==> src/rtl/logic_writeback_stage.sv <==
// Byte-lane merge over old destination values, queued in a DEPTH-entry FIFO; 1-cycle accept-to-visible, no full-queue bypass.
// Optional LOGIC_WB_ZERO_FLAG_EN adds per-entry zero flags out_zero1/out_zero2 captured at push time.
module logic_writeback_stage #(
    parameter int DEPTH = 4,
    parameter int TAG_W = 5
) (
    input  logic                         clk,
    input  logic                         rst,
    input  logic                         flush,
    input  logic                         in_valid,
    output logic                         in_ready,
    input  logic [3:0]                   in_select,
    input  logic [31:0]                  in_y1,
    input  logic [31:0]                  in_y2,
    input  logic [31:0]                  in_old1,
    input  logic [31:0]                  in_old2,
    input  logic [TAG_W-1:0]             in_tag1,
    input  logic [TAG_W-1:0]             in_tag2,
    output logic                         out_valid,
    input  logic                         out_ready,
    output logic [31:0]                  out_d1,
    output logic [31:0]                  out_d2,
    output logic [TAG_W-1:0]             out_tag1,
    output logic [TAG_W-1:0]             out_tag2,
    output logic [$clog2(DEPTH+1)-1:0]   out_count
`ifdef LOGIC_WB_ZERO_FLAG_EN
    ,
    output logic                         out_zero1,
    output logic                         out_zero2
`endif
);

    localparam int PTR_W = $clog2(DEPTH);
    localparam int CNT_W = $clog2(DEPTH + 1);
    localparam logic [CNT_W-1:0] FULL_CNT = CNT_W'(DEPTH);

    typedef struct packed {
        logic [31:0]      d1;
        logic [31:0]      d2;
        logic [TAG_W-1:0] tag1;
        logic [TAG_W-1:0] tag2;
`ifdef LOGIC_WB_ZERO_FLAG_EN
        logic             zero1;
        logic             zero2;
`endif
    } entry_t;

    entry_t           r_mem [DEPTH];
    logic [PTR_W-1:0] r_wr_ptr;
    logic [PTR_W-1:0] r_rd_ptr;
    logic [CNT_W-1:0] r_count;

    logic [31:0] w_d1;
    logic [31:0] w_d2;
    entry_t      w_wr_entry;
    entry_t      w_head;
    logic        w_push;
    logic        w_pop;

    always_comb begin
        w_d1 = '0;
        w_d2 = '0;
        for (int i = 0; i < 4; i++) begin
            w_d1[8*i +: 8] = in_select[i] ? in_y1[8*i +: 8] : in_old1[8*i +: 8];
            w_d2[8*i +: 8] = in_select[i] ? in_y2[8*i +: 8] : in_old2[8*i +: 8];
        end
    end

    always_comb begin
        w_wr_entry      = '0;
        w_wr_entry.d1   = w_d1;
        w_wr_entry.d2   = w_d2;
        w_wr_entry.tag1 = in_tag1;
        w_wr_entry.tag2 = in_tag2;
`ifdef LOGIC_WB_ZERO_FLAG_EN
        w_wr_entry.zero1 = (w_d1 == 32'd0);
        w_wr_entry.zero2 = (w_d2 == 32'd0);
`endif
    end

    // A pop does not free a slot for the same-cycle push when full.
    assign in_ready  = !rst && !flush && (r_count != FULL_CNT);
    assign out_valid = (r_count != '0);
    assign w_push    = in_valid && in_ready;
    assign w_pop     = out_valid && out_ready;

    always_ff @(posedge clk) begin
        if (rst || flush) begin
            r_wr_ptr <= '0;
            r_rd_ptr <= '0;
            r_count  <= '0;
        end else begin
            if (w_push) r_wr_ptr <= r_wr_ptr + PTR_W'(1);
            if (w_pop)  r_rd_ptr <= r_rd_ptr + PTR_W'(1);
            case ({w_push, w_pop})
                2'b10:   r_count <= r_count + CNT_W'(1);
                2'b01:   r_count <= r_count - CNT_W'(1);
                default: r_count <= r_count;
            endcase
        end
    end

    // Storage needs no reset: stale entries are masked by out_valid.
    always_ff @(posedge clk) begin
        if (w_push) r_mem[r_wr_ptr] <= w_wr_entry;
    end

    assign w_head    = r_mem[r_rd_ptr];
    assign out_d1    = out_valid ? w_head.d1   : '0;
    assign out_d2    = out_valid ? w_head.d2   : '0;
    assign out_tag1  = out_valid ? w_head.tag1 : '0;
    assign out_tag2  = out_valid ? w_head.tag2 : '0;
    assign out_count = r_count;
`ifdef LOGIC_WB_ZERO_FLAG_EN
    assign out_zero1 = out_valid ? w_head.zero1 : 1'b0;
    assign out_zero2 = out_valid ? w_head.zero2 : 1'b0;
`endif

endmodule

==> config.mk <==
export PLATFORM = sky130hd
export DESIGN_NAME = logic_writeback_stage
export DESIGN_NICKNAME = d
export VERILOG_FILES = /design/src/rtl/logic_writeback_stage.sv
export SDC_FILE = /design/constraint.sdc
export NUM_CORES = 1
export LEC_CHECK = 0
export ABC_AREA = 1
export BUFFER_PORTS_ARGS = -buffer_cell sky130_fd_sc_hd__buf_4
export CORE_MARGIN = 3
export CORE_UTILIZATION = 45
export CTS_BUF_LIST = sky130_fd_sc_hd__clkbuf_4 sky130_fd_sc_hd__clkbuf_8
export CTS_CLUSTER_DIAMETER = 200
export DETAILED_ROUTE_END_ITERATION = 10
export PLACE_DENSITY = 0.74
export SYNTH_ARGS = -nofsm -noshare
export SYNTH_HDL_FRONTEND = slang
export SYNTH_SLANG_ARGS = --single-unit
==> constraint.sdc <==
create_clock -name clk -period 5.5 [get_ports clk]
set_clock_uncertainty 0.2 [all_clocks]
set_input_delay 0.55 -clock clk [delete_from_list [all_inputs] [get_ports clk]]
set_output_delay 0.55 -clock clk [all_outputs]
set_load 0.02 [all_outputs]
==> results of run 1 <==
-- flip-flops by register name, summed over array words and instances (netlist names), named ones only --
register,count
r_mem,296
out_count,3
r_rd_ptr,2
r_wr_ptr,2
-- worst min-delay path, stage by stage --
cell	delay [ns]
buf_4	0.09
nand3_1	0.07
nand2_1	0.05
-- cell families after synthesis --
kind of cell	Yosys count	share of synthesized area (%)
and+or+nand+nor	328	9.76
DFF	305	71.0
AOI/OAI and AO/OA	229	8.97
buffers and inverters	85	4.00
muxes	64	5.64
adders and majority gates	6	0.646
-- where the power goes --
group	total (uW)	internal (uW)	switching [uW]
clock network	1880	1080	799
registers	2600	2590	7.67
logic	344	158	187
total	4820	3820	993
-- layout by cell type, fill, tap and decap left out, drive strengths merged --
cell type    count
fa               1
dfxtp            9
nand4            1
edfxtp         296
nand3            5
inv             20
ha               5
a21oi           78
clkinv          15
o21ai          151
clkbuf          66
dlygate4sd3     10
buf            235
nor2           308
mux2            64
nand2           14
bufinv           3
-- metal layers --
| layer | up-vias | track usage (%) | part of all wire, % |
|---|---|---|---|
| li1 | 4064 | - | - |
| met1 | 4080 | 22.8 | 42 |
| met2 | 288 | 31.6 | 50 |
| met3 | 26 | 3.80 | 6.8 |
| met4 | 0 | 4.95 | 1.1 |
| met5 | - | 0 | 0 |
-- repair_timing --
item                                    CTS  global route
endpoints found under the hold margin    38             0
hold buffers                             10             0
endpoints found under the setup margin    0             0
-- path summary, 6_finish.rpt --
kind                             startpoint                       end  slack (ns)
setup reg to reg  out_count[1]$_SDFFE_PP0P_    r_mem[3][16]$_DFFE_PP_        2.65
hold reg to reg    r_rd_ptr[1]$_SDFFE_PP0P_                  register        0.30
hold / removal                     in_valid  r_wr_ptr[1]$_SDFFE_PP0P_        0.07
setup / recovery                   register                out_d2[29]        1.66
-- stage by stage --
step	area, um2	hold WS [ns]	setup slack (ns)	utilization [%]
finish	15700	0.0663	1.66	56.3
global route	15700	0.0507	1.35	56.3
CTS	15700	0.0374	1.64	56.3
detailed placement	14600	0.282	2.21	52.5
global placement	14600	0.274	2.31	52.5
floorplan	12800	0.260	0.748	-
-- cell type report --
cell class                      count  area, um2
Fill cell                        2230      12200
Sequential cell                   305       9080
Multi-Input combinational cell    627       3230
Timing Repair Buffer              245       1860
Clock buffer                       66        802
Tap cell                          378        473
Clock inverter                     18        151
Inverter                           20       77.6
==> flow_metrics.tcl, run 1 <==
set metrics [dict create \
    status "complete, no violations" \
    powerDensity_nw_per_um2 307 \
    setup-violations-final 0 \
    core_region_area_um2 27900 \
    synthFlopType "edfxtp_1" \
    syn-num-nets 1170 \
    crit_path_start_kind "register" \
    port_buffers 225 \
    cp_cell_sequence "buf_4, nor2_1, nor2_1, o21ai_0, a21oi_1, buf_4" \
    drt_pass1_iterations 7 \
    grt_remaining_overflow 0 \
    antenna_found_initial 0 \
    cts_num_sinks 305 \
    r2r_cells 5 \
    areaGrowthSynthToFinish_pct 22.7 \
    critPathTopFamily "buffers and inverters" \
    io_pins 226 \
    final_cells 1659 \
    synth_edf_count 296 \
    min_period_over_period_pct 69.8 \
    cts_tree "done" \
    grt_pass1_vias 8358 \
    required_ns 4.75 \
    timing.fmax_mhz 261 \
    max-cap-violations 0 \
    wl_per_cell_um 17.1 \
    period_minus_slack_ns 3.84 \
    chipHeight_um 174 \
    insertion_delay_ns 0.53 \
    netlist_area_um2 12800 \
    drc 0 \
    cts.htree.levels 2 \
    ys_top_cells_by_count "nor2_1 (307), edfxtp_1 (296), o21ai_0 (116)" \
    syn_inst 1017 \
    start_util_pct 45.9 \
    die_w_um 174 \
    grt_max_degree 127 \
    ys_seq_elements 305 \
    die_area_um2 30400 \
    crit_cells 6 \
    hpwl_um 16300 \
    slew_headroom_pct 23.0 \
    cp.buffers_inverters 2 \
    clkTransAtPathRegs_ns 0.06 \
    dp.cells 1565 \
    synth.most_common_cell "nor2_1" \
    seq_area_frac_synth_pct 71.0 \
    synth.avg_cell_area_um2 12.6 \
    n_antenna_cell 0 \
    drtIter0Drc 671 \
    p_leak_uw 0.00577 \
    netlist_top_cells_area "edfxtp_1 (70%), nor2_1 (9.0%), mux2_2 (5.6%), o21ai_0 (4.5%), a21oi_1 (3.1%)" \
    routed_wl_um 28400 \
    synth_top_area_share_pct 69.6 \
    vias 8458 \
    vdd_drop_max_v 0.000246 \
    critPathMaxFanout 97 \
    hold_path.class "in -> reg" \
    ant_nets 0 \
    via_per_inst 5.10 \
    fin_tns_setup_ns 0 \
    drv_slew 0 \
    rsz0062_at_grt "no" \
    core.rowCount 61 \
    hold_viol_final 0 \
    holdPathStages 3 \
    worst_pin_slew_ns 1.15 \
    endpoint_kind "output port" \
    critPathArrivalTime_ns 3.09 \
    gp_congestion 0.754 \
    p_total_uw 4820 \
    cts_resized 0 \
    cts_setup_buffers 0 \
    clock_path_buffers 3 \
    nNetsFinal 1399 \
    drive_above_1_share_pct 29.8 \
    grtUsageTotal_pct 18.0 \
    cts_buffers 47 \
    cp_slowest_cell "buf_4" \
    ys_warn_count 0 \
    yosysUniqueCellTypes 21 \
    synth_top_cell_by_area "edfxtp_1" \
    clockRootBuffer "clkbuf_8" \
    crit_type "reg -> out" \
    synthArstFlopShare_pct 0 \
    cpPeakStageDelay_ns 0.87 \
    grt_pass1_wl_um 43500 \
]
No activity file was read; power rests on OpenSTA's default activity.
==> inputs of run 2 (changes only) <==
- clock period: 5.5 -> 3.8 ns (I/O delays scaled with it)
==> run 2 against run 1 <==
Against the previous run:
- wire length grew 11%
- sequential cell count is the same
- cell count grew 8.3%
- sequential power grew 45%
==> flow_metrics.tcl, run 2 (same netlist as run 1, synthesis figures left out) <==
set metrics [dict create \
    status "complete, no violations" \
    die_w_um 174 \
    powerDensity_nw_per_um2 419 \
    mostFrequentLayoutCell "nor2_1" \
    grtUsageTotal_pct 20.2 \
    p_total_uw 7150 \
    crit_type "reg -> out" \
    grt_remaining_overflow 0 \
    rsz0062_at_grt "no" \
    endpoint_kind "output port" \
    required_ns 3.22 \
    cts_buffers 48 \
    critPathMaxFanout 68 \
    chipHeight_um 174 \
    routed.top_layer "met4" \
    n_antenna_cell 0 \
    grt_pass1_vias 9443 \
    timing.fmax_mhz 308 \
    utilization_pct 61.3 \
    max_flop_register "r_mem" \
    ant_nets 0 \
    crit_path_start_kind "register" \
    core_region_area_um2 27900 \
    multi_input_area_um2 3230 \
    cts.htree.levels 2 \
    placed_cell_area_um2 14700 \
    hold_ws_ns 0.0480 \
    vias 9112 \
    fin_ws_ns 0.555 \
    finalInstanceArea_um2 17100 \
    via_per_inst 5.07 \
    register_area_um2 9080 \
    antenna_found_initial 0 \
    max-cap-violations 0 \
    io_pins 226 \
    core.rowCount 61 \
    fillers 2106 \
    drt_pass1_iterations 5 \
    drive_above_1_share_pct 27.6 \
    routed_wl_um 31600 \
    cts_tree "done" \
    hold_path.class "in -> reg" \
    min_period_over_period_pct 85.4 \
    clkTransAtPathRegs_ns 0.06 \
    drv_slew 0 \
    grt_max_degree 93 \
    start_util_pct 45.9 \
    clock_path_buffers 3 \
    drt-met1-wl_um 12900 \
    areaGrowthSynthToFinish_pct 33.7 \
    gp_congestion 0.790 \
    vdd_drop_max_v 0.000222 \
    p_leak_uw 0.00636 \
    port_buffers 225 \
    die_area_um2 30400 \
    slew_headroom_pct 55.0 \
    drc 0 \
    insertion_delay_ns 0.56 \
    grt_pass1_wl_um 49000 \
    clockRootBuffer "clkbuf_8" \
    rr_startpoint "out_count[1]$_SDFFE_PP0P_" \
    wl_per_cell_um 17.6 \
    critPathArrivalTime_ns 2.67 \
    dr_wl_met3_um 2060 \
    hp-start "in_y1[24]" \
    worst_pin_slew_ns 0.674 \
    hold_viol_final 0 \
    period_minus_slack_ns 3.25 \
    setup-violations-final 0 \
    drtIter0Drc 646 \
    nNetsFinal 1537 \
    dp_slack_ns 1.12 \
    largest_register_ffs 296 \
    layout_common_cells "nor2_1 (303), edfxtp_1 (296), buf_4 (238)" \
    wl_met2_um 15900 \
    cts_num_sinks 305 \
    hpwl_um 17800 \
]
## run 2: changes by cell type in the layout (fill, tap and decap cells not counted), sizes merged
cell         change
dlygate4sd3    +131
bufinv           -1
clkinvlp         +3
clkinv           -4
clkbuf           +3
buf              +6
## run 2: timing repair
action	4_1_cts	5_1_grt
buffers inserted	0	0
gates resized for setup	0	0
hold buffers	141	0
endpoints found under the hold margin	286	0
## run 2: report_power, final
part	internal, uW	switching (uW)
registers	3750	11.8
clock network	1550	1200
logic	340	303
## run 2: layer usage
metal / track usage (%) / vias up
met5: 0 / -
met4: 7.28 / 0
met3: 3.65 / 64
met2: 35.8 / 346
met1: 25.0 / 4359
li1: - / 4343
## run 2: final cells by class
class / instances / area share, %
Multi-Input combinational cell: 627 / 18.9
Sequential cell: 305 / 53.2
Clock buffer: 69 / 4.90
Timing Repair Buffer: 382 / 19.1
Tap cell: 378 / 2.77
Clock inverter: 16 / 0.747
Inverter: 20 / 0.454
## run 2: per-stage QoR
stage / cells / TNS [ns]
2_1_floorplan: 1017 / -253.95
3_3_place_gp: 1571 / 0
3_5_place_dp: 1571 / 0
4_1_cts: 1797 / 0
5_1_grt: 1797 / 0
6_report: 1797 / 0
## run 2: worst paths after layout
| kind | to | slack [ns] | depth (start not counted) |
|---|---|---|---|
| worst min register to register | register | 0.30 | 2 |
| worst max-delay path | out_d2[24] | 0.55 | 5 |
| worst max register to register | out_count[2]$_SDFFE_PP0P_ | 1.40 | 12 |
| worst min-delay path | r_mem[3][66]$_DFFE_PP_ | 0.05 | 2 |
## run 2: critical path: stages (launching register included)
cell and delay (ns):
dfxtp_4 0.78, inv_4 0.43, buf_12 0.32, o21ai_0 0.24
a21oi_1 0.12, buf_4 0.19
==> inputs of run 3 (changes only) <==
- CORE_ASPECT_RATIO: not set -> 0.8
- CORE_UTILIZATION: 45 -> 26
- PLACE_DENSITY: 0.74 -> 0.51
- RECOVER_POWER: not set -> 100
==> run 3 against run 2 <==
Against the previous run:
- wire length is 7.4% higher
- via count is 1.6% lower
- die area is 70% higher
- core utilization is 25 points lower
- first-iteration DRC count is 13% lower
- sequential cell count stayed put
- fmax is 4.0% lower
- critical path type unchanged
- critical endpoint is now out_d1[19]
- largest cell class unchanged
- largest power group unchanged
==> flow_metrics.tcl, run 3 (same netlist as run 1, synthesis figures left out) <==
set metrics [dict create \
    slew_headroom_pct 10.9 \
    max_flop_register "r_mem" \
    core.rowCount 71 \
    hpwl_um 19200 \
    multi_input_area_um2 3210 \
    ant_nets 0 \
    grt_remaining_overflow 0 \
    finalInstanceArea_um2 17200 \
    via_per_inst 4.38 \
    vias 8970 \
    hold_ws_ns 0.333 \
    min_period_over_period_pct 89.0 \
    rsz0062_at_grt "no" \
    internal_power_uw 5740 \
    p_seq_share_pct 51.0 \
    cts_num_sinks 305 \
    nNetsFinal 1540 \
    gp_congestion 0.715 \
    worst_pin_slew_ns 1.34 \
    power.switching_uw 1620 \
    drt_pass1_iterations 5 \
    port_buffers 225 \
    areaGrowthSynthToFinish_pct 34.4 \
    largest_register_ffs 296 \
    p_clk_share_pct 40.8 \
    required_ns 3.22 \
    core_region_area_um2 47800 \
    clock_path_buffers 3 \
    clockRootBuffer "clkbuf_8" \
    io_pins 226 \
    vdd_drop_max_v 0.000182 \
    switching_share_pct 22.0 \
    drtIter0Drc 561 \
    rr_startpoint "out_count[1]$_SDFFE_PP0P_" \
    hold_path.class "in -> reg" \
    drv_slew 0 \
    cts_setup_buffers 0 \
    cts_tree "done" \
    grtUsageTotal_pct 12.8 \
    endpoint "out_d1[19]" \
    start_util_pct 26.7 \
    mostFrequentLayoutCell "nor2_1" \
    die_w_um 254 \
    routed_wl_um 34000 \
    fin_ws_ns 0.418 \
    status "complete, no violations" \
    n_antenna_cell 0 \
    max-cap-violations 0 \
    grt_pass1_vias 9091 \
    period_minus_slack_ns 3.38 \
    die_area_um2 51900 \
    crit_path_start_kind "register" \
    grt_pass1_wl_um 51300 \
    endpoint_kind "output port" \
    antenna_found_initial 0 \
    p_leak_uw 0.00608 \
    rrSetupSlack_ns 0.98 \
    dp_slack_ns 1.09 \
    hold_buffers 144 \
    insertion_delay_ns 0.57 \
    crit_type "reg -> out" \
    placed_cell_area_um2 15000 \
    cts_resized 0 \
    setup-violations-final 0 \
    timing.fmax_mhz 296 \
    p_comb_share_pct 8.2 \
    hold_viol_final 0 \
    cts_buffers 51 \
    critPathArrivalTime_ns 2.80 \
    drive_above_1_share_pct 21.6 \
    grt_max_degree 109 \
    wl_per_cell_um 16.6 \
    fillers 4721 \
    register_area_um2 9080 \
    utilization_pct 35.9 \
    cts.htree.levels 2 \
    r2r_cells 5 \
    layout_common_cells "nor2_1 (305), edfxtp_1 (296), dlygate4sd3_1 (144)" \
    chipHeight_um 204 \
    r2r-end "r_mem[3][71]$_DFFE_PP_" \
    powerDensity_nw_per_um2 429 \
    critPathMaxFanout 62 \
    drc 0 \
    clkTransAtPathRegs_ns 0.06 \
]
run 3: changes by cell type in the layout (fill, tap and decap cells not counted), sizes merged:
cell / previous run / this run
clkinv: 11 / 19
dlygate4sd3: 141 / 144
buf: 241 / 91
bufinv: 2 / 4
clkbuf: 69 / 213
run 3: power by group through the flow:
stage / Sequential, uW / Combinational [uW] / Clock [uW]
after floorplan: 3830 / 257 / 0
after global placement: 3830 / 513 / 0
after detailed placement: 3830 / 519 / 0
after CTS: 3760 / 658 / 3120
after global routing: 3760 / 668 / 3290
final: 3760 / 607 / 3000
run 3: area by class of cell:
| class | count | area share (%) |
|---|---|---|
| multi-input combinational | 627 | 18.7 |
| clock inverter | 26 | 1.36 |
| tap | 620 | 4.52 |
| sequential | 305 | 52.9 |
| clock buffer | 66 | 4.78 |
| inverter | 20 | 0.459 |
| timing repair buffer | 382 | 17.3 |
run 3: critical path: stages (launching register included):
cell      delay, ns
dfxtp_4        0.49
inv_4          0.57
clkbuf_2       0.49
o21ai_0        0.15
a21oi_1        0.23
clkbuf_1       0.27
run 3: routing by layer:
layer  vias to the layer above  part of all wire, %  global-route usage, %
met3                        44                  6.2                   2.74
met1                      4328                   44                   16.8
met2                       244                   48                   21.7
met5                         -                    0                      0
li1                       4354                    -                      -
met4                         0                  1.4                   2.95
run 3: through the flow:
stage	setup TNS [ns]	instances	power (uW)
6_report	0	2046	7370
5_1_grt	0	2046	7710
4_1_cts	0	2046	7530
3_5_place_dp	0	1810	4340
3_3_place_gp	0	1810	4340
2_1_floorplan	-253.95	1017	4080
run 3: how the worst min path moves through the flow:
| stage | start | slack [ns] | depth (start not counted) | to |
|---|---|---|---|---|
| finish | rst | 0.33 | 6 | r_wr_ptr[0]$_SDFFE_PP0P_ |
| global placement | r_wr_ptr[1]$_SDFFE_PP0P_ | 0.30 | 2 | r_wr_ptr[1]$_SDFFE_PP0P_ |
| detailed placement | r_wr_ptr[1]$_SDFFE_PP0P_ | 0.30 | 2 | r_wr_ptr[1]$_SDFFE_PP0P_ |
| global route | rst | 0.33 | 6 | r_wr_ptr[0]$_SDFFE_PP0P_ |
| CTS | in_tag2[2] | 0.30 | 2 | r_mem[1][2]$_DFFE_PP_ |
| floorplan | r_rd_ptr[1]$_SDFFE_PP0P_ | 0.26 | 2 | register |
